## config.mk

```make
export PLATFORM = sky130hd
export DESIGN_NAME = dart_match_ctrl
export DESIGN_NICKNAME = d
export VERILOG_FILES = /design/src/rtl/dart_match_ctrl.sv
export SDC_FILE = /design/constraint.sdc
export NUM_CORES = 1
export LEC_CHECK = 0
export BUFFER_PORTS_ARGS = -buffer_cell sky130_fd_sc_hd__buf_2
export CORE_ASPECT_RATIO = 1.4
export CORE_MARGIN = 5
export CORE_UTILIZATION = 58
export DETAILED_ROUTE_END_ITERATION = 8
export PLACE_DENSITY_LB_ADDON = 0.3
export SYNTH_ARGS = -nofsm -noshare
export SYNTH_HDL_FRONTEND = slang
export SYNTH_SLANG_ARGS = --single-unit
```

## constraint.sdc

```tcl
create_clock -name clk -period 4.27 [get_ports clk]
set_input_delay 0.6405 -clock clk [delete_from_list [all_inputs] [get_ports clk]]
set_output_delay 0.6405 -clock clk [all_outputs]
set_load 0.02 [all_outputs]
```

## src/rtl/dart_match_ctrl.sv

```systemverilog
// rtl/dart_match_ctrl.sv - dart match sequencer: turns, dart scoring, bust rollback, checkout
//
// Optional feature macro: DOUBLE_OUT_EN (checkout only on a double; remainder 1 busts)
//
// Ports:
//   clk, reset        clock, synchronous active-low reset
//   start_i           begin a new game (IDLE/DONE only)
//   dart_valid_i      dart code valid; accepted when dart_ready_o is high
//   dart_ready_o      controller is waiting for a dart
//   dart_sector_i     0 = miss, 1..20, 25 = bull
//   dart_ring_i       0 = miss, 1 = single, 2 = double, 3 = triple
//   cur_player_o      player whose turn it is
//   dart_idx_o        darts already scored this turn
//   last_pt_o         value of the most recently scored dart
//   turn_done_o       one-cycle pulse when a turn ends
//   bust_o            coincident with turn_done_o when the turn busted
//   scores_o          player p's score at [p*PT_W +: PT_W]
//   game_set_o        high while the game is over
//   winner_o          winning player, valid while game_set_o is high
module dart_match_ctrl #(
  parameter int NUM_PLAYERS    = 2,
  parameter int START_SCORE    = 501,
  parameter int DARTS_PER_TURN = 3,
  parameter int PT_W           = 9,
  localparam int PL_W          = $clog2(NUM_PLAYERS)
) (
  input  logic                        clk,
  input  logic                        reset,
  input  logic                        start_i,
  input  logic                        dart_valid_i,
  output logic                        dart_ready_o,
  input  logic [4:0]                  dart_sector_i,
  input  logic [1:0]                  dart_ring_i,
  output logic [PL_W-1:0]             cur_player_o,
  output logic [2:0]                  dart_idx_o,
  output logic [7:0]                  last_pt_o,
  output logic                        turn_done_o,
  output logic                        bust_o,
  output logic [NUM_PLAYERS*PT_W-1:0] scores_o,
  output logic                        game_set_o,
  output logic [PL_W-1:0]             winner_o
);

  typedef enum logic [2:0] {
    S_IDLE,
    S_INIT,
    S_WAIT,
    S_SCORE,
    S_CHECK,
    S_TURN_END,
    S_DONE
  } state_t;

  state_t state_q, state_d;

  logic [4:0]                  sector_q;
  logic [1:0]                  ring_q;
  logic [7:0]                  last_pt_q;
  logic [NUM_PLAYERS*PT_W-1:0] scores_q;
  logic [PT_W-1:0]             snap_q;
  logic [PL_W-1:0]             cur_player_q;
  logic [2:0]                  dart_idx_q;
  logic [PL_W-1:0]             winner_q;
  logic                        bust_q;

  logic [5:0]                  dart_val;
  logic [PT_W-1:0]             rem;
  logic [PT_W-1:0]             val_ext;
  logic [2:0]                  idx_next;
  logic                        turn_full;
  logic                        chk_bust;
  logic                        chk_win;
  logic [PL_W-1:0]             next_player;

  // Dart value from the codes captured at acceptance; unknown codes score 0
  // but still use up a dart.
  always_comb begin
    dart_val = '0;
    if (ring_q != 2'd0 && sector_q != 5'd0) begin
      if (sector_q <= 5'd20) begin
        dart_val = 6'(sector_q) * 6'(ring_q);
      end else if (sector_q == 5'd25 && ring_q != 2'd3) begin
        dart_val = (ring_q == 2'd2) ? 6'd50 : 6'd25;
      end
    end
  end

  assign rem       = scores_q[cur_player_q*PT_W +: PT_W];
  assign val_ext   = PT_W'(last_pt_q[5:0]);
  assign idx_next  = dart_idx_q + 3'd1;
  assign turn_full = (idx_next == 3'(DARTS_PER_TURN));

  assign next_player = (cur_player_q == PL_W'(NUM_PLAYERS - 1)) ? '0
                                                                : cur_player_q + PL_W'(1);

  // Outcome of the dart held in last_pt_q against the current remainder.
  // The compare is unsigned and a bust is taken before any subtraction,
  // so a score can never wrap below zero.
  always_comb begin
    chk_bust = 1'b0;
    chk_win  = 1'b0;
    if (val_ext > rem) begin
      chk_bust = 1'b1;
    end else if (val_ext == rem) begin
`ifdef DOUBLE_OUT_EN
      if (ring_q == 2'd2) chk_win = 1'b1;
      else                chk_bust = 1'b1;
`else
      chk_win = 1'b1;
`endif
    end
`ifdef DOUBLE_OUT_EN
    else if (rem - val_ext == PT_W'(1)) begin
      chk_bust = 1'b1;
    end
`endif
  end

  always_ff @(posedge clk) begin
    if (!reset) state_q <= S_IDLE;
    else        state_q <= state_d;
  end

  always_comb begin
    state_d      = state_q;
    dart_ready_o = 1'b0;
    turn_done_o  = 1'b0;
    bust_o       = 1'b0;
    game_set_o   = 1'b0;
    case (state_q)
      S_IDLE:  if (start_i) state_d = S_INIT;
      S_INIT:  state_d = S_WAIT;
      S_WAIT: begin
        dart_ready_o = 1'b1;
        if (dart_valid_i) state_d = S_SCORE;
      end
      S_SCORE: state_d = S_CHECK;
      S_CHECK: begin
        if (chk_bust)       state_d = S_TURN_END;
        else if (chk_win)   state_d = S_DONE;
        else if (turn_full) state_d = S_TURN_END;
        else                state_d = S_WAIT;
      end
      S_TURN_END: begin
        turn_done_o = 1'b1;
        bust_o      = bust_q;
        state_d     = S_WAIT;
      end
      S_DONE: begin
        game_set_o = 1'b1;
        if (start_i) state_d = S_INIT;
      end
      default: state_d = S_IDLE;
    endcase
  end

  always_ff @(posedge clk) begin
    if (!reset) begin
      sector_q     <= '0;
      ring_q       <= '0;
      last_pt_q    <= '0;
      scores_q     <= '0;
      snap_q       <= '0;
      cur_player_q <= '0;
      dart_idx_q   <= '0;
      winner_q     <= '0;
      bust_q       <= 1'b0;
    end else begin
      case (state_q)
        S_INIT: begin
          scores_q     <= {NUM_PLAYERS{PT_W'(START_SCORE)}};
          snap_q       <= PT_W'(START_SCORE);
          cur_player_q <= '0;
          dart_idx_q   <= '0;
          bust_q       <= 1'b0;
        end
        S_WAIT: begin
          if (dart_valid_i) begin
            sector_q <= dart_sector_i;
            ring_q   <= dart_ring_i;
          end
        end
        S_SCORE: last_pt_q <= {2'b00, dart_val};
        S_CHECK: begin
          bust_q <= chk_bust;
          if (chk_bust) begin
            // Roll the whole turn back, not just this dart.
            scores_q[cur_player_q*PT_W +: PT_W] <= snap_q;
          end else if (chk_win) begin
            scores_q[cur_player_q*PT_W +: PT_W] <= '0;
            winner_q                            <= cur_player_q;
          end else begin
            scores_q[cur_player_q*PT_W +: PT_W] <= rem - val_ext;
            dart_idx_q                          <= idx_next;
          end
        end
        S_TURN_END: begin
          cur_player_q <= next_player;
          dart_idx_q   <= '0;
          snap_q       <= scores_q[next_player*PT_W +: PT_W];
        end
        default: ;
      endcase
    end
  end

  assign cur_player_o = cur_player_q;
  assign dart_idx_o   = dart_idx_q;
  assign last_pt_o    = last_pt_q;
  assign scores_o     = scores_q;
  assign winner_o     = winner_q;

endmodule

```

# == Yosys cells after proc, flatten, opt, wreduce, memory -nomap -nowiden ==
# Index checks and enable logic that the tools add are counted.
# Widths: inputs -> output; s select.
# classes
n_eq_ne,15
shifts,6
add_sub_neg,4
n_mul,3
n_reduce_logical,14
bitwise,1
mux,30
n_lt_le_gt_ge,2
# ops
operator,n
$shiftx 9x34->18,2
$bwmux 18,3
$mux 18,2
$pmux 18 s2,1
$shiftx 18x6->9,2
$neg 5->34,1
$shift 9x34->18 const A,1
$shiftx 9x34->18 const A,1
$mux 6,4
$mux 3,7
$pmux 9 s2,1
$pmux 3 s5,1
$mul 1x4->5 const B,2
$eq 3x2->1 const B,3
$eq 3x3->1 const B,3
$eq 6x9->1,1
$gt 6x9->1,1
$sub 9x6->9,1
$mux 1,8
$ne 2x2->1 const B,4
$reduce_bool 2->1,4
$mul 5x2->6,1
$pmux 3 s2,1
$reduce_and 3->1,2
other kinds (14),18
# word_totals
out_inout_bits,35
inputBits,11
reg_bits,49
word_cells,85

# == Longest topological paths before layout ==
# Gate-level depths: netlist (run 1).
# depth
word_depth,8
mapped_depth,13
mapped_depth_nobuf,9

# == Least setup slack after synthesis (run 1) ==
# OpenSTA, ideal clock, no wires.
# synth_timing
path_type,register to register
startpoint,"reg cur_player_q, in the netlist cur_player_o"
endpoint,"reg dart_idx_q[0], in the netlist dart_idx_o[0]"
required_ns,4.144
arrival_ns,3.043
setup_slack_ns,1.101
setup_ns,0.126
stages_incl_launch_ff,14
n_path_buf,6
synth_period_minus_slack_ns,3.169
path_cell_list,dfxtp_1 > buf_6 > buf_2 > buf_1 > mux2_2 > ha_1 > and3_1 > buf_2 > o21a_4 > o211a_1 > buf_4 > buf_2 > o221ai_1 > o31ai_1
# synth_via
elab_chain_cells,7
elab_cells_between_ends,10
cone_classes,mul (1); order compare (1); eq/ne (3); shift (1); mux (3); reduce/logical (1)
# synth_lines
item,line,rtl
"start, declared",61,logic [PL_W-1:0] cur_player_q;
"start signal, assigned",198,cur_player_q <= next_player;
$mul 1x4->5 *,88,assign rem = scores_q[cur_player_q*PT_W +: PT_W];
$shiftx 18x6->9 *,88,
branches (longest 4 deep; another with $gt 6x9->1),-,
$reduce_and 3->1 (no line) *,-,
"end signal, assigned",194,dart_idx_q <= idx_next;
"end, declared",62,logic [2:0] dart_idx_q;
# Mark *: on every way between the ends.
# A chain may end at the register's enable or synchronous reset.

# == Final worst setup path (run 1) ==
# layout_timing
startpoint,"reg cur_player_q, in the netlist cur_player_o"
endpoint,reg state_q[1]
# layout_via
elab_chain_cells,8
elab_cells_between_ends,10
cone_classes,mul (1); order compare (1); eq/ne (1); shift (1); mux (6)
# layout_lines
item,line,rtl
$mul 1x4->5 *,88,
$shiftx 18x6->9 *,88,
branches (longest 4 deep; another with $gt 6x9->1),-,
$mux 3 *,139,if (chk_bust) state_d = S_TURN_END;
$pmux 3 s5 *,130,case (state_q)
"end signal, assigned",121,else state_q <= state_d;
"end, declared",54,"state_t state_q, state_d;"
# Marks and branches as above.

==> metrics.txt, run 1 <==
# TYPE chip_impl_metric gauge
chip_impl_info{name="outcome",value="finished clean"} 1
chip_impl_info{name="largest_family_of_logic_cells_by_synthesized_area",value="compound AO/OA/AOI/OAI gates"} 1
chip_impl_info{name="tritoncts",value="yes"} 1
chip_impl_info{name="timing_worst_setup_path_type",value="reg2reg"} 1
chip_impl_metric{name="antenna_cells",unit=""} 0
chip_impl_metric{name="placed_area",unit="mm^2"} 0.00354
chip_impl_info{name="worst_r2r_startpoint",value="cur_player_o"} 1
chip_impl_metric{name="layout.filler_cells",unit=""} 528
chip_impl_metric{name="synth_simple_gate_area_share",unit=""} 0.187
chip_impl_info{name="synthFlopType",value="dfxtp_1"} 1
chip_impl_metric{name="worst-endpoint-required",unit="ns"} 4.53
chip_impl_metric{name="clock_transition_time_at_the_flip_flop_clock_pins_of_the_worst_setup_and_hold_paths",unit="ns"} 0.10
chip_impl_metric{name="post-route-cell-area",unit="mm^2"} 0.00363
chip_impl_metric{name="timing.final.crit_period",unit="ns"} 3.09
chip_impl_metric{name="final_layout_size_suffix_gt1_frac",unit=""} 0.174
chip_impl_info{name="grt_setup_unrepaired",value="no"} 1
chip_impl_metric{name="grt_start_max_net_pins",unit=""} 37
chip_impl_metric{name="finClkSkew",unit="ns"} 0.00861
chip_impl_metric{name="synth_fa_ha_area_frac",unit=""} 0.0564
chip_impl_metric{name="initial_core_utilization",unit=""} 0.584
chip_impl_metric{name="post_synth_mux_area_share",unit=""} 0.0894
chip_impl_metric{name="synthesis.instances",unit=""} 401
chip_impl_info{name="worst_setup_path_endpoint",value="state_q[1]"} 1
chip_impl_metric{name="highest_fanout_seen_on_the_critical_path",unit=""} 14
chip_impl_metric{name="gates_resized_cts_repair",unit=""} 0
chip_impl_metric{name="areaGrowthSynthToFinish",unit="%"} 7.45
chip_impl_metric{name="worst-slew-pin-transition",unit="ns"} 0.865
chip_impl_metric{name="ys_types",unit=""} 68
chip_impl_metric{name="tritoncts_num_sinks",unit=""} 49
chip_impl_metric{name="grt_use_total",unit=""} 0.266
chip_impl_info{name="worst_setup_path_startpoint",value="cur_player_o"} 1
chip_impl_metric{name="grt_antenna_before_repair",unit=""} 0
chip_impl_metric{name="die_y",unit="um"} 100
chip_impl_metric{name="drv_slew",unit=""} 0
chip_impl_metric{name="synth_xor_area_frac",unit=""} 0.0182
chip_impl_metric{name="drv_cap",unit=""} 0
chip_impl_metric{name="timing.final.hold_violations",unit=""} 0
chip_impl_info{name="hp-class",value="reg2reg"} 1
chip_impl_info{name="setup_crit_start_kind",value="register"} 1
chip_impl_metric{name="insertion_delay",unit="ns"} 0.31
chip_impl_metric{name="cpPeakStageDelay",unit="ns"} 0.73
chip_impl_metric{name="synth.cell_area",unit="mm^2"} 0.00337
chip_impl_metric{name="core",unit="mm^2"} 0.00578
chip_impl_metric{name="synth_edf_count",unit=""} 0
chip_impl_metric{name="die_x",unit="um"} 74.5
chip_impl_metric{name="gp_congestion",unit=""} 0.956
chip_impl_metric{name="power_density",unit="mW/mm^2"} 377
chip_impl_metric{name="routed_wire_length_per_instance",unit="um"} 19.3
chip_impl_metric{name="detailedRoute.firstIterationViolations",unit=""} 326
chip_impl_info{name="netlist.top_cell.by_area",value="dfxtp_1"} 1
chip_impl_metric{name="setup_viol",unit=""} 0
chip_impl_info{name="globalRoute.busiestLayer",value="met2"} 1
chip_impl_metric{name="ys_warn_count",unit=""} 0
chip_impl_metric{name="synth-seq-area-share",unit=""} 0.291
chip_impl_metric{name="drt-pass1-iter-count",unit=""} 7
chip_impl_metric{name="worst_r2r_path_depth",unit=""} 7
chip_impl_metric{name="groute.layer.met3.usage",unit=""} 0.0441
chip_impl_metric{name="largest_buffer_count_on_any_clock_path",unit=""} 2
chip_impl_metric{name="drt-vias-per-instance",unit=""} 6.65
chip_impl_metric{name="power_leakage",unit="nW"} 1.42
chip_impl_metric{name="portBuffers",unit=""} 43
chip_impl_metric{name="yosys_register_bits",unit=""} 49
chip_impl_info{name="mostFrequentLayoutCell",value="dfxtp_1"} 1
chip_impl_metric{name="post-route-period-util",unit=""} 0.724
chip_impl_metric{name="number_of_global_route_vias_before_repair",unit=""} 3278
chip_impl_info{name="clk_root_buffer_cell",value="clkbuf_8"} 1
chip_impl_metric{name="cts_made_buffers",unit=""} 5
chip_impl_metric{name="dp.final_hpwl",unit="um"} 6800
chip_impl_metric{name="asyncSetResetFlopFracSynth",unit=""} 0
chip_impl_info{name="layout.cells.most_common_list",value="49 x dfxtp_1, 43 x buf_2, 32 x o21ai_0"} 1
chip_impl_metric{name="timing.max_slew.rel_slack",unit=""} 0.421
chip_impl_metric{name="total_negative_slack_for_setup_checks",unit="ns"} 0
chip_impl_metric{name="final_antenna_net_count",unit=""} 0
chip_impl_metric{name="grt_pass1_wl",unit="um"} 15800
chip_impl_metric{name="rows",unit=""} 33
chip_impl_metric{name="vias",unit=""} 3294
chip_impl_metric{name="postCtsHoldBufs",unit=""} 0
chip_impl_metric{name="grtUsageMet1",unit=""} 0.310
chip_impl_metric{name="nNetsFinal",unit=""} 450
chip_impl_metric{name="floorplan_die_area",unit="mm^2"} 0.00747
chip_impl_metric{name="fmax",unit="MHz"} 324
chip_impl_metric{name="grt-ovfl-total",unit=""} 0
chip_impl_metric{name="r2r_setup_slack",unit="ns"} 1.18
chip_impl_metric{name="synth-compound-area-share",unit=""} 0.292
chip_impl_info{name="netlist_top_cells_area",value="dfxtp_1 29%, mux2i_1 5.9%, o21ai_0 4.7%"} 1
chip_impl_metric{name="remaining_drc_errors",unit=""} 0
chip_impl_metric{name="worst_ep_arrival_time",unit="ns"} 3.35
chip_impl_metric{name="synth_largest_type_area_fraction",unit=""} 0.291
chip_impl_metric{name="cts_setup_buffers",unit=""} 0
chip_impl_info{name="slowest_stage",value="dfxtp_1"} 1
chip_impl_metric{name="design.portCount",unit=""} 46
chip_impl_metric{name="cts.htree.levels",unit=""} 2
chip_impl_info{name="timing.rr.end",value="state_q[1]"} 1
chip_impl_metric{name="drt_wl_total",unit="um"} 9540
chip_impl_info{name="crit_path_capture_type",value="register"} 1
chip_impl_metric{name="grt_util_met2",unit=""} 0.447
chip_impl_metric{name="irDropWorstVdd",unit="mV"} 0.185
chip_impl_metric{name="synth_area_per_cell",unit="um^2"} 8.42
chip_impl_info{name="path_cells",value="mux2_2 > ha_1 > and3_1 > o211a_1 > nor2_1 > a211oi_1 > a31o_2"} 1
==> Yosys cell counts, drive strengths merged, types with 4 or more instances <==
cell,instances
ha,12
o21a,4
o2111ai,4
a41oi,4
a21oi,28
a31oi,12
o21ai,34
a311oi,4
nor2b,5
buf,21
inv,11
o31ai,4
nand2,20
xnor2,4
mux2i,20
dfxtp,49
mux2,9
nand3,6
o211ai,12
nor2,31
and3,7
nor4,6
nor3,7
and2,11
o22ai,5
nand2b,4
nand3b,4
clkbuf,10
o211a,4
==> power by group <==
part / total, mW / internal (mW) / switching [mW]
registers: 0.554 / 0.492 / 0.0625
logic: 0.518 / 0.163 / 0.355
clock network: 0.295 / 0.129 / 0.166
total: 1.37 / 0.783 / 0.584
==> routing by layer <==
metal	vias to the layer above	part of all wire
met5	-	0
met4	0	0.053
met3	45	0.066
met2	153	0.50
met1	1543	0.38
li1	1553	-
==> final cells by class <==
class	instances	area (um^2)	share of cell area
Multi-Input combinational cell	310	2180	0.600
Timing Repair Buffer	47	245	0.0676
Sequential cell	49	981	0.271
Clock buffer	6	82.6	0.0228
Tap cell	70	87.6	0.0242
Clock inverter	1	7.51	0.00207
Inverter	12	45.0	0.0124
==> worst min-delay path by stage <==
stage / start / endpoint / slack, ns / depth (start not counted)
floorplan: snap_q[1] / scores_o[10] / 0.48 / 2
global placement: winner_o / winner_o / 0.46 / 2
detailed placement: winner_o / winner_o / 0.46 / 2
CTS: winner_o / winner_o / 0.48 / 2
global route: winner_o / winner_o / 0.50 / 2
finish: winner_o / winner_o / 0.47 / 2
==> sequential cells by signal, indices dropped and copies added, names as in the netlist <==
name,flops
state_q,3
sector_q,5
snap_q,9
scores_o,18
dart_idx_o,3
ring_q,2
bust_q,1
last_pt_o,6
winner_o,1
cur_player_o,1
==> per-stage QoR <==
step | power (mW) | cells | util | worst slack [ns] | hold WS [ns]
after floorplan | 0.965 | 402 | - | 1.10 | 0.482
after global placement | 1.05 | 488 | 0.612 | 1.35 | 0.460
after detailed placement | 1.06 | 488 | 0.612 | 1.24 | 0.459
after CTS | 1.35 | 495 | 0.627 | 1.22 | 0.475
after global routing | 1.43 | 495 | 0.627 | 1.02 | 0.502
final | 1.37 | 495 | 0.627 | 1.18 | 0.474
==> cells by family (layout without fill, tap and decap cells) <==
logic type | count (synthesis) | after routing
compound gates | 143 | 143
xor+xnor | 7 | 7
fa+ha+maj | 14 | 14
buf+inv | 43 | 66
flops | 49 | 49
mux | 29 | 29
other cells | 1 | 2
simple gates | 115 | 115
==> worst max-delay path: cells and delay by family (launching register included) <==
kind	cells	cell delay [ns]
AO/OA/AOI/OAI	3	1.01
adder cells (fa/ha/maj)	1	0.50
flip-flops	1	0.73
multiplexers	1	0.43
AND/OR/NAND/NOR	2	0.35
No activity file was read; power rests on OpenSTA's default activity.
==> inputs of run 2 (changes only) <==
- ABC_AREA: unset -> 1
- clock period: 4.27 -> 3.01 ns (I/O delays scaled with it)
==> run 2 against run 1 <==
  * Core utilization rose by 3.2 points
  * Final cell count rose by 28%
  * Register-to-register slack got worse by 0.93 ns
==> metrics.txt, run 2 <==
# TYPE chip_impl_metric gauge
chip_impl_info{name="synthFlopType",value="dfxtp_1"} 1
chip_impl_metric{name="die_x",unit="um"} 73.5
chip_impl_metric{name="die_y",unit="um"} 98.9
chip_impl_metric{name="number_of_global_route_vias_before_repair",unit=""} 3376
chip_impl_info{name="yosys.cell_count.top_type",value="nand2_1"} 1
chip_impl_metric{name="grt_start_max_net_pins",unit=""} 36
chip_impl_metric{name="portBuffers",unit=""} 43
chip_impl_info{name="tritoncts",value="yes"} 1
chip_impl_metric{name="power_switching_share",unit=""} 0.525
chip_impl_info{name="outcome",value="finished clean"} 1
chip_impl_metric{name="initial_core_utilization",unit=""} 0.597
chip_impl_metric{name="gates_resized_cts_repair",unit=""} 0
chip_impl_info{name="crit_path_capture_type",value="register"} 1
chip_impl_metric{name="power_density",unit="mW/mm^2"} 1040
chip_impl_metric{name="synth_edf_count",unit=""} 0
chip_impl_metric{name="remaining_drc_errors",unit=""} 0
chip_impl_metric{name="core",unit="mm^2"} 0.00549
chip_impl_metric{name="post-route-period-util",unit=""} 0.918
chip_impl_metric{name="dp.final_hpwl",unit="um"} 6380
chip_impl_metric{name="gp_congestion",unit=""} 0.986
chip_impl_metric{name="grt_use_total",unit=""} 0.244
chip_impl_metric{name="post-route-util",unit=""} 0.659
chip_impl_metric{name="drt-pass1-iter-count",unit=""} 5
chip_impl_metric{name="areaGrowthSynthToFinish",unit="%"} 10.4
chip_impl_metric{name="post-route-cell-area",unit="mm^2"} 0.00362
chip_impl_metric{name="drt_wl_total",unit="um"} 8500
chip_impl_metric{name="ys_warn_count",unit=""} 0
chip_impl_metric{name="drv_cap",unit=""} 0
chip_impl_metric{name="design.portCount",unit=""} 46
chip_impl_metric{name="synth_area_per_cell",unit="um^2"} 6.19
chip_impl_metric{name="cts_made_buffers",unit=""} 5
chip_impl_metric{name="vias",unit=""} 3440
chip_impl_metric{name="insertion_delay",unit="ns"} 0.31
chip_impl_info{name="layout.cells.most_common_list",value="143 x nand2_1, 75 x nor2_1, 60 x inv_1"} 1
chip_impl_metric{name="setup_viol",unit=""} 0
chip_impl_metric{name="grt_pass1_wl",unit="um"} 14300
chip_impl_info{name="netlist_top_cells_area",value="dfxtp_1 30%, nand2_1 16%, nor2_1 8.6%"} 1
chip_impl_metric{name="asyncSetResetFlopFracSynth",unit=""} 0
chip_impl_info{name="netlist_top_cells_count",value="143 x nand2_1, 75 x nor2_1, 60 x inv_1"} 1
chip_impl_info{name="netlist.top_cell.by_area",value="dfxtp_1"} 1
chip_impl_metric{name="drv_slew",unit=""} 0
chip_impl_metric{name="grt_antenna_before_repair",unit=""} 0
chip_impl_metric{name="final_antenna_net_count",unit=""} 0
chip_impl_metric{name="worst-slew-pin-transition",unit="ns"} 0.996
chip_impl_metric{name="total_negative_slack_for_setup_checks",unit="ns"} 0
chip_impl_info{name="setup_crit_start_kind",value="register"} 1
chip_impl_metric{name="ys_types",unit=""} 32
chip_impl_metric{name="routed_wire_length_per_instance",unit="um"} 13.4
chip_impl_info{name="mostFrequentLayoutCell",value="nand2_1"} 1
chip_impl_metric{name="layout.cells.non_filler",unit=""} 633
chip_impl_info{name="clk_root_buffer_cell",value="clkbuf_8"} 1
chip_impl_metric{name="detailedRoute.firstIterationViolations",unit=""} 225
chip_impl_metric{name="synth.cell_area",unit="mm^2"} 0.00328
chip_impl_metric{name="pwr-share-seq",unit=""} 0.276
chip_impl_metric{name="power_report.internal_total",unit="mW"} 1.79
chip_impl_metric{name="cts_setup_buffers",unit=""} 0
chip_impl_metric{name="highest_fanout_seen_on_the_critical_path",unit=""} 29
chip_impl_metric{name="grt-ovfl-total",unit=""} 0
chip_impl_metric{name="synth-seq-area-share",unit=""} 0.299
chip_impl_metric{name="rows",unit=""} 32
chip_impl_metric{name="cts.htree.levels",unit=""} 2
chip_impl_info{name="timing_worst_setup_path_type",value="reg2reg"} 1
chip_impl_metric{name="finClkSkew",unit="ns"} 0.00518
chip_impl_metric{name="timing.final.hold_violations",unit=""} 0
chip_impl_metric{name="power_frac_clock",unit=""} 0.119
chip_impl_metric{name="timing.final.crit_period",unit="ns"} 2.76
chip_impl_metric{name="clock_transition_time_at_the_flip_flop_clock_pins_of_the_worst_setup_and_hold_paths",unit="ns"} 0.09
chip_impl_metric{name="final_layout_size_suffix_gt1_frac",unit=""} 0.147
chip_impl_metric{name="drt-vias-per-instance",unit=""} 5.43
chip_impl_metric{name="antenna_cells",unit=""} 0
chip_impl_metric{name="power_leakage",unit="nW"} 1.86
chip_impl_metric{name="floorplan_die_area",unit="mm^2"} 0.00727
chip_impl_metric{name="postCtsHoldBufs",unit=""} 0
chip_impl_metric{name="synth_largest_type_area_fraction",unit=""} 0.299
chip_impl_metric{name="inst_count_dp",unit=""} 625
chip_impl_info{name="hp-class",value="in2reg"} 1
chip_impl_metric{name="p_sw",unit="mW"} 1.98
chip_impl_metric{name="placed_area",unit="mm^2"} 0.00351
chip_impl_metric{name="synthesis.instances",unit=""} 529
chip_impl_metric{name="nNetsFinal",unit=""} 589
chip_impl_metric{name="timing.max_slew.rel_slack",unit=""} 0.332
chip_impl_metric{name="tritoncts_num_sinks",unit=""} 49
chip_impl_info{name="grt_setup_unrepaired",value="no"} 1
chip_impl_metric{name="largest_buffer_count_on_any_clock_path",unit=""} 2
chip_impl_metric{name="worst-endpoint-required",unit="ns"} 3.28
chip_impl_metric{name="fmax",unit="MHz"} 362
chip_impl_metric{name="yosys_register_bits",unit=""} 49
chip_impl_metric{name="irDropWorstVdd",unit="mV"} 0.556
chip_impl_metric{name="number_of_flip_flops_in_the_largest_register",unit=""} 18
chip_impl_metric{name="combinational_power_share",unit=""} 0.605
chip_impl_metric{name="worst_ep_arrival_time",unit="ns"} 3.03
## run 2: cell types whose count changed after synthesis, sizes merged, moves of 11 or more
| cell | before | now |
|---|---|---|
| inv | 11 | 62 |
| o211ai | 12 | 0 |
| nor2 | 31 | 77 |
| nand2 | 20 | 149 |
| and2 | 11 | 0 |
| nand3 | 6 | 38 |
| buf | 21 | 9 |
| o21ai | 34 | 54 |
| mux2i | 20 | 1 |
## run 2: cell type report
type	count	area, um^2
Clock inverter	1	8.76
Fill cell	524	1870
Tap cell	68	85.1
Multi-Input combinational cell	396	1950
Inverter	62	233
Timing Repair Buffer	50	268
Sequential cell	49	981
Clock buffer	7	96.3
## run 2: per-stage QoR
step / hold slack [ns] / power, mW / setup slack [ns]
after floorplan: 0.440 / 2.79 / 0.373
after global placement: 0.464 / 3.24 / 0.431
after detailed placement: 0.458 / 3.29 / 0.359
after CTS: 0.385 / 3.75 / 0.311
after global routing: 0.410 / 4.13 / 0.0961
final: 0.385 / 3.77 / 0.247
## run 2: worst max-delay path, stage by stage (launching register included)
cell	delay (ns)
dfxtp_1	0.36
buf_4	0.18
buf_4	0.34
mux2i_1	0.33
ha_1	0.19
inv_1	0.07
fa_1	0.40
nand2_1	0.12
nand2_1	0.10
nand2_1	0.07
nand2_1	0.09
nor2_1	0.11
nand3_1	0.09
nand3_1	0.09
nand3_1	0.08
inv_1	0.07
## run 2: power by group through the flow
| stage | clock network (mW) | registers (mW) | logic, mW |
|---|---|---|---|
| floorplan | 0 | 1.12 | 1.67 |
| global placement | 0 | 1.05 | 2.20 |
| detailed placement | 0 | 1.05 | 2.23 |
| CTS | 0.455 | 1.04 | 2.25 |
| global route | 0.480 | 1.07 | 2.58 |
| finish | 0.449 | 1.04 | 2.28 |
## run 2: worst paths after layout
path,from,endpoint,slack [ns],cells past startpoint
setup / recovery,cur_player_o,scores_o[4],0.25,15
hold / removal,dart_sector_i[1],sector_q[1],0.39,3
setup reg to reg,cur_player_o,scores_o[4],0.25,15
hold reg to reg,snap_q[3],snap_q[3],0.47,2
## run 2: logic make-up (layout without fill, tap and decap cells)
group / Yosys count / after routing / synth area share
flip-flops: 49 / 49 / 0.299
adder cells (fa/ha/maj): 14 / 14 / 0.0580
XOR/XNOR: 5 / 5 / 0.0134
other: 1 / 2 / 0.00114
AO/OA/AOI/OAI: 86 / 86 / 0.142
AND/OR/NAND/NOR: 288 / 288 / 0.375
multiplexers: 1 / 1 / 0.00305
buffers and inverters: 85 / 120 / 0.108
## run 2: routing by layer
layer / routed length, um / track usage / share of wire / vias up
li1: - / - / - / 1749
met1: 3260 / 0.254 / 0.38 / 1546
met2: 4450 / 0.440 / 0.52 / 118
met3: 433 / 0.0378 / 0.051 / 27
met4: 357 / 0.152 / 0.042 / 0
met5: 0 / 0 / 0 / -
==> inputs of run 3 (changes only) <==
- RECOVER_POWER: unset -> 25
==> run 3 against run 2 <==
  * Hold slack hardly changed
  * Clock power hardly changed
  * Die area did not move
  * Critical endpoint unchanged
  * Worst setup slack got worse by 0.00089 ns
  * Total power fell by 0.17%
  * Combinational power barely moved
  * Wire length increased by 0.45%
  * Fmax barely moved
  * Sequential power hardly changed
  * Highest routed layer unchanged
  * Global-route usage unchanged
  * Largest cell class unchanged
  * Largest power group unchanged
  * First-iteration DRC count up 14%
==> metrics.txt, run 3 (synthesized netlist as in run 2, its figures left out) <==
# TYPE chip_impl_metric gauge
chip_impl_info{name="outcome",value="finished clean"} 1
chip_impl_metric{name="setup_viol",unit=""} 0
chip_impl_metric{name="floorplan_die_area",unit="mm^2"} 0.00727
chip_impl_info{name="tritoncts",value="yes"} 1
chip_impl_metric{name="layout.filler_cells",unit=""} 537
chip_impl_metric{name="routed_wire_length_per_instance",unit="um"} 13.5
chip_impl_metric{name="cts.htree.levels",unit=""} 2
chip_impl_metric{name="highest_fanout_seen_on_the_critical_path",unit=""} 29
chip_impl_metric{name="areaGrowthSynthToFinish",unit="%"} 9.77
chip_impl_metric{name="largest_buffer_count_on_any_clock_path",unit=""} 2
chip_impl_metric{name="drt_wl_total",unit="um"} 8540
chip_impl_metric{name="number_of_flip_flops_in_the_largest_register",unit=""} 18
chip_impl_info{name="grt_setup_unrepaired",value="no"} 1
chip_impl_metric{name="drt-pass1-iter-count",unit=""} 5
chip_impl_metric{name="grt_pass1_wl",unit="um"} 14300
chip_impl_metric{name="grt_start_max_net_pins",unit=""} 36
chip_impl_metric{name="insertion_delay",unit="ns"} 0.31
chip_impl_info{name="hp-class",value="in2reg"} 1
chip_impl_metric{name="gp_congestion",unit=""} 0.986
chip_impl_metric{name="final_layout_size_suffix_gt1_frac",unit=""} 0.117
chip_impl_metric{name="detailedRoute.firstIterationViolations",unit=""} 256
chip_impl_metric{name="die_y",unit="um"} 98.9
chip_impl_metric{name="grt_use_total",unit=""} 0.244
chip_impl_metric{name="clock_transition_time_at_the_flip_flop_clock_pins_of_the_worst_setup_and_hold_paths",unit="ns"} 0.09
chip_impl_info{name="setup_crit_start_kind",value="register"} 1
chip_impl_metric{name="drv_slew",unit=""} 0
chip_impl_metric{name="fmax",unit="MHz"} 362
chip_impl_metric{name="finClkSkew",unit="ns"} 0.00466
chip_impl_metric{name="worst_ep_arrival_time",unit="ns"} 3.03
chip_impl_metric{name="portBuffers",unit=""} 43
chip_impl_metric{name="initial_core_utilization",unit=""} 0.597
chip_impl_metric{name="worst-slew-pin-transition",unit="ns"} 0.998
chip_impl_metric{name="timing.max_slew.rel_slack",unit=""} 0.330
chip_impl_info{name="clk_root_buffer_cell",value="clkbuf_8"} 1
chip_impl_metric{name="power_density",unit="mW/mm^2"} 1050
chip_impl_metric{name="total_negative_slack_for_setup_checks",unit="ns"} 0
chip_impl_metric{name="final_antenna_net_count",unit=""} 0
chip_impl_metric{name="postCtsHoldBufs",unit=""} 0
chip_impl_metric{name="final-seq-area",unit="um^2"} 981
chip_impl_metric{name="grt-ovfl-total",unit=""} 0
chip_impl_metric{name="timing.final.crit_period",unit="ns"} 2.76
chip_impl_metric{name="nNetsFinal",unit=""} 589
chip_impl_metric{name="irDropWorstVdd",unit="mV"} 0.555
chip_impl_metric{name="worst-endpoint-required",unit="ns"} 3.28
chip_impl_metric{name="tritoncts_num_sinks",unit=""} 49
chip_impl_metric{name="cts_made_buffers",unit=""} 5
chip_impl_metric{name="timing.final.hold_violations",unit=""} 0
chip_impl_metric{name="vias",unit=""} 3441
chip_impl_metric{name="rows",unit=""} 32
chip_impl_metric{name="die_x",unit="um"} 73.5
chip_impl_metric{name="antenna_cells",unit=""} 0
chip_impl_metric{name="setup_slack",unit="ns"} 0.246
chip_impl_metric{name="dp.final_hpwl",unit="um"} 6380
chip_impl_info{name="mostFrequentLayoutCell",value="nand2_1"} 1
chip_impl_metric{name="multi_input_comb_area",unit="mm^2"} 0.00195
chip_impl_metric{name="drt-vias-per-instance",unit=""} 5.44
chip_impl_info{name="timing_worst_setup_path_type",value="reg2reg"} 1
chip_impl_metric{name="grt_antenna_before_repair",unit=""} 0
chip_impl_info{name="crit_path_capture_type",value="register"} 1
chip_impl_metric{name="number_of_global_route_vias_before_repair",unit=""} 3376
chip_impl_metric{name="preCtsSetupSlack",unit="ns"} 0.359
chip_impl_metric{name="post-route-util",unit=""} 0.656
chip_impl_metric{name="remaining_drc_errors",unit=""} 0
chip_impl_info{name="layout.cells.most_common_list",value="143 x nand2_1, 75 x nor2_1, 61 x inv_1"} 1
chip_impl_metric{name="hold-worst-slack",unit="ns"} 0.386
chip_impl_metric{name="design.portCount",unit=""} 46
chip_impl_metric{name="core",unit="mm^2"} 0.00549
chip_impl_metric{name="cts_setup_buffers",unit=""} 0
chip_impl_metric{name="drv_cap",unit=""} 0
chip_impl_metric{name="post-route-period-util",unit=""} 0.918
chip_impl_metric{name="power_leakage",unit="nW"} 1.79
chip_impl_metric{name="gates_resized_cts_repair",unit=""} 0
## run 3: area by class of cell
class                   instances  area share
clock buffers                   7      0.0268
flip-flops and latches         49       0.273
repair buffers                 50      0.0689
inverters                      62      0.0647
well taps                      68      0.0237
clock inverters                 1     0.00243
multi-input cells             396       0.541
## run 3: final timing paths
check / start / to / slack (ns) / depth (start not counted)
max: cur_player_o / scores_o[4] / 0.25 / 15
min: dart_sector_i[1] / sector_q[1] / 0.39 / 3
max reg2reg: cur_player_o / scores_o[4] / 0.25 / 15
min reg2reg: snap_q[3] / snap_q[3] / 0.47 / 2
## run 3: worst max-delay path, cell delays in order (launching register included)
cell and delay [ns]:
dfxtp_1 0.36, buf_4 0.18, buf_4 0.35, mux2i_1 0.33, ha_1 0.19, inv_1 0.07, fa_1 0.40, nand2_1 0.12
nand2_1 0.10, nand2_1 0.07, nand2_1 0.10, nor2_1 0.10, nand3_1 0.09, nand3_1 0.09, nand3_1 0.08, inv_1 0.07
## run 3: through the flow
step           instances  total power [mW]  cell area [um^2]
5_1_grt              633              4.12              3600
3_5_place_dp         625              3.29              3510
6_report             633              3.77              3600
2_1_floorplan        530              2.79              3280
4_1_cts              633              3.75              3620
3_3_place_gp         625              3.24              3510
## run 3: routing by layer
| metal | wire length, um | track usage | vias up |
|---|---|---|---|
| li1 | - | - | 1748 |
| met1 | 3300 | 0.254 | 1551 |
| met2 | 4410 | 0.440 | 111 |
| met4 | 366 | 0.152 | 0 |
| met3 | 461 | 0.0378 | 31 |
| met5 | 0 | 0 | - |
## run 3: power by group
group,total (mW),switching (mW),internal [mW]
sequential,1.04,0.204,0.834
clock,0.450,0.237,0.213
combinational,2.28,1.54,0.735
total,3.77,1.98,1.78
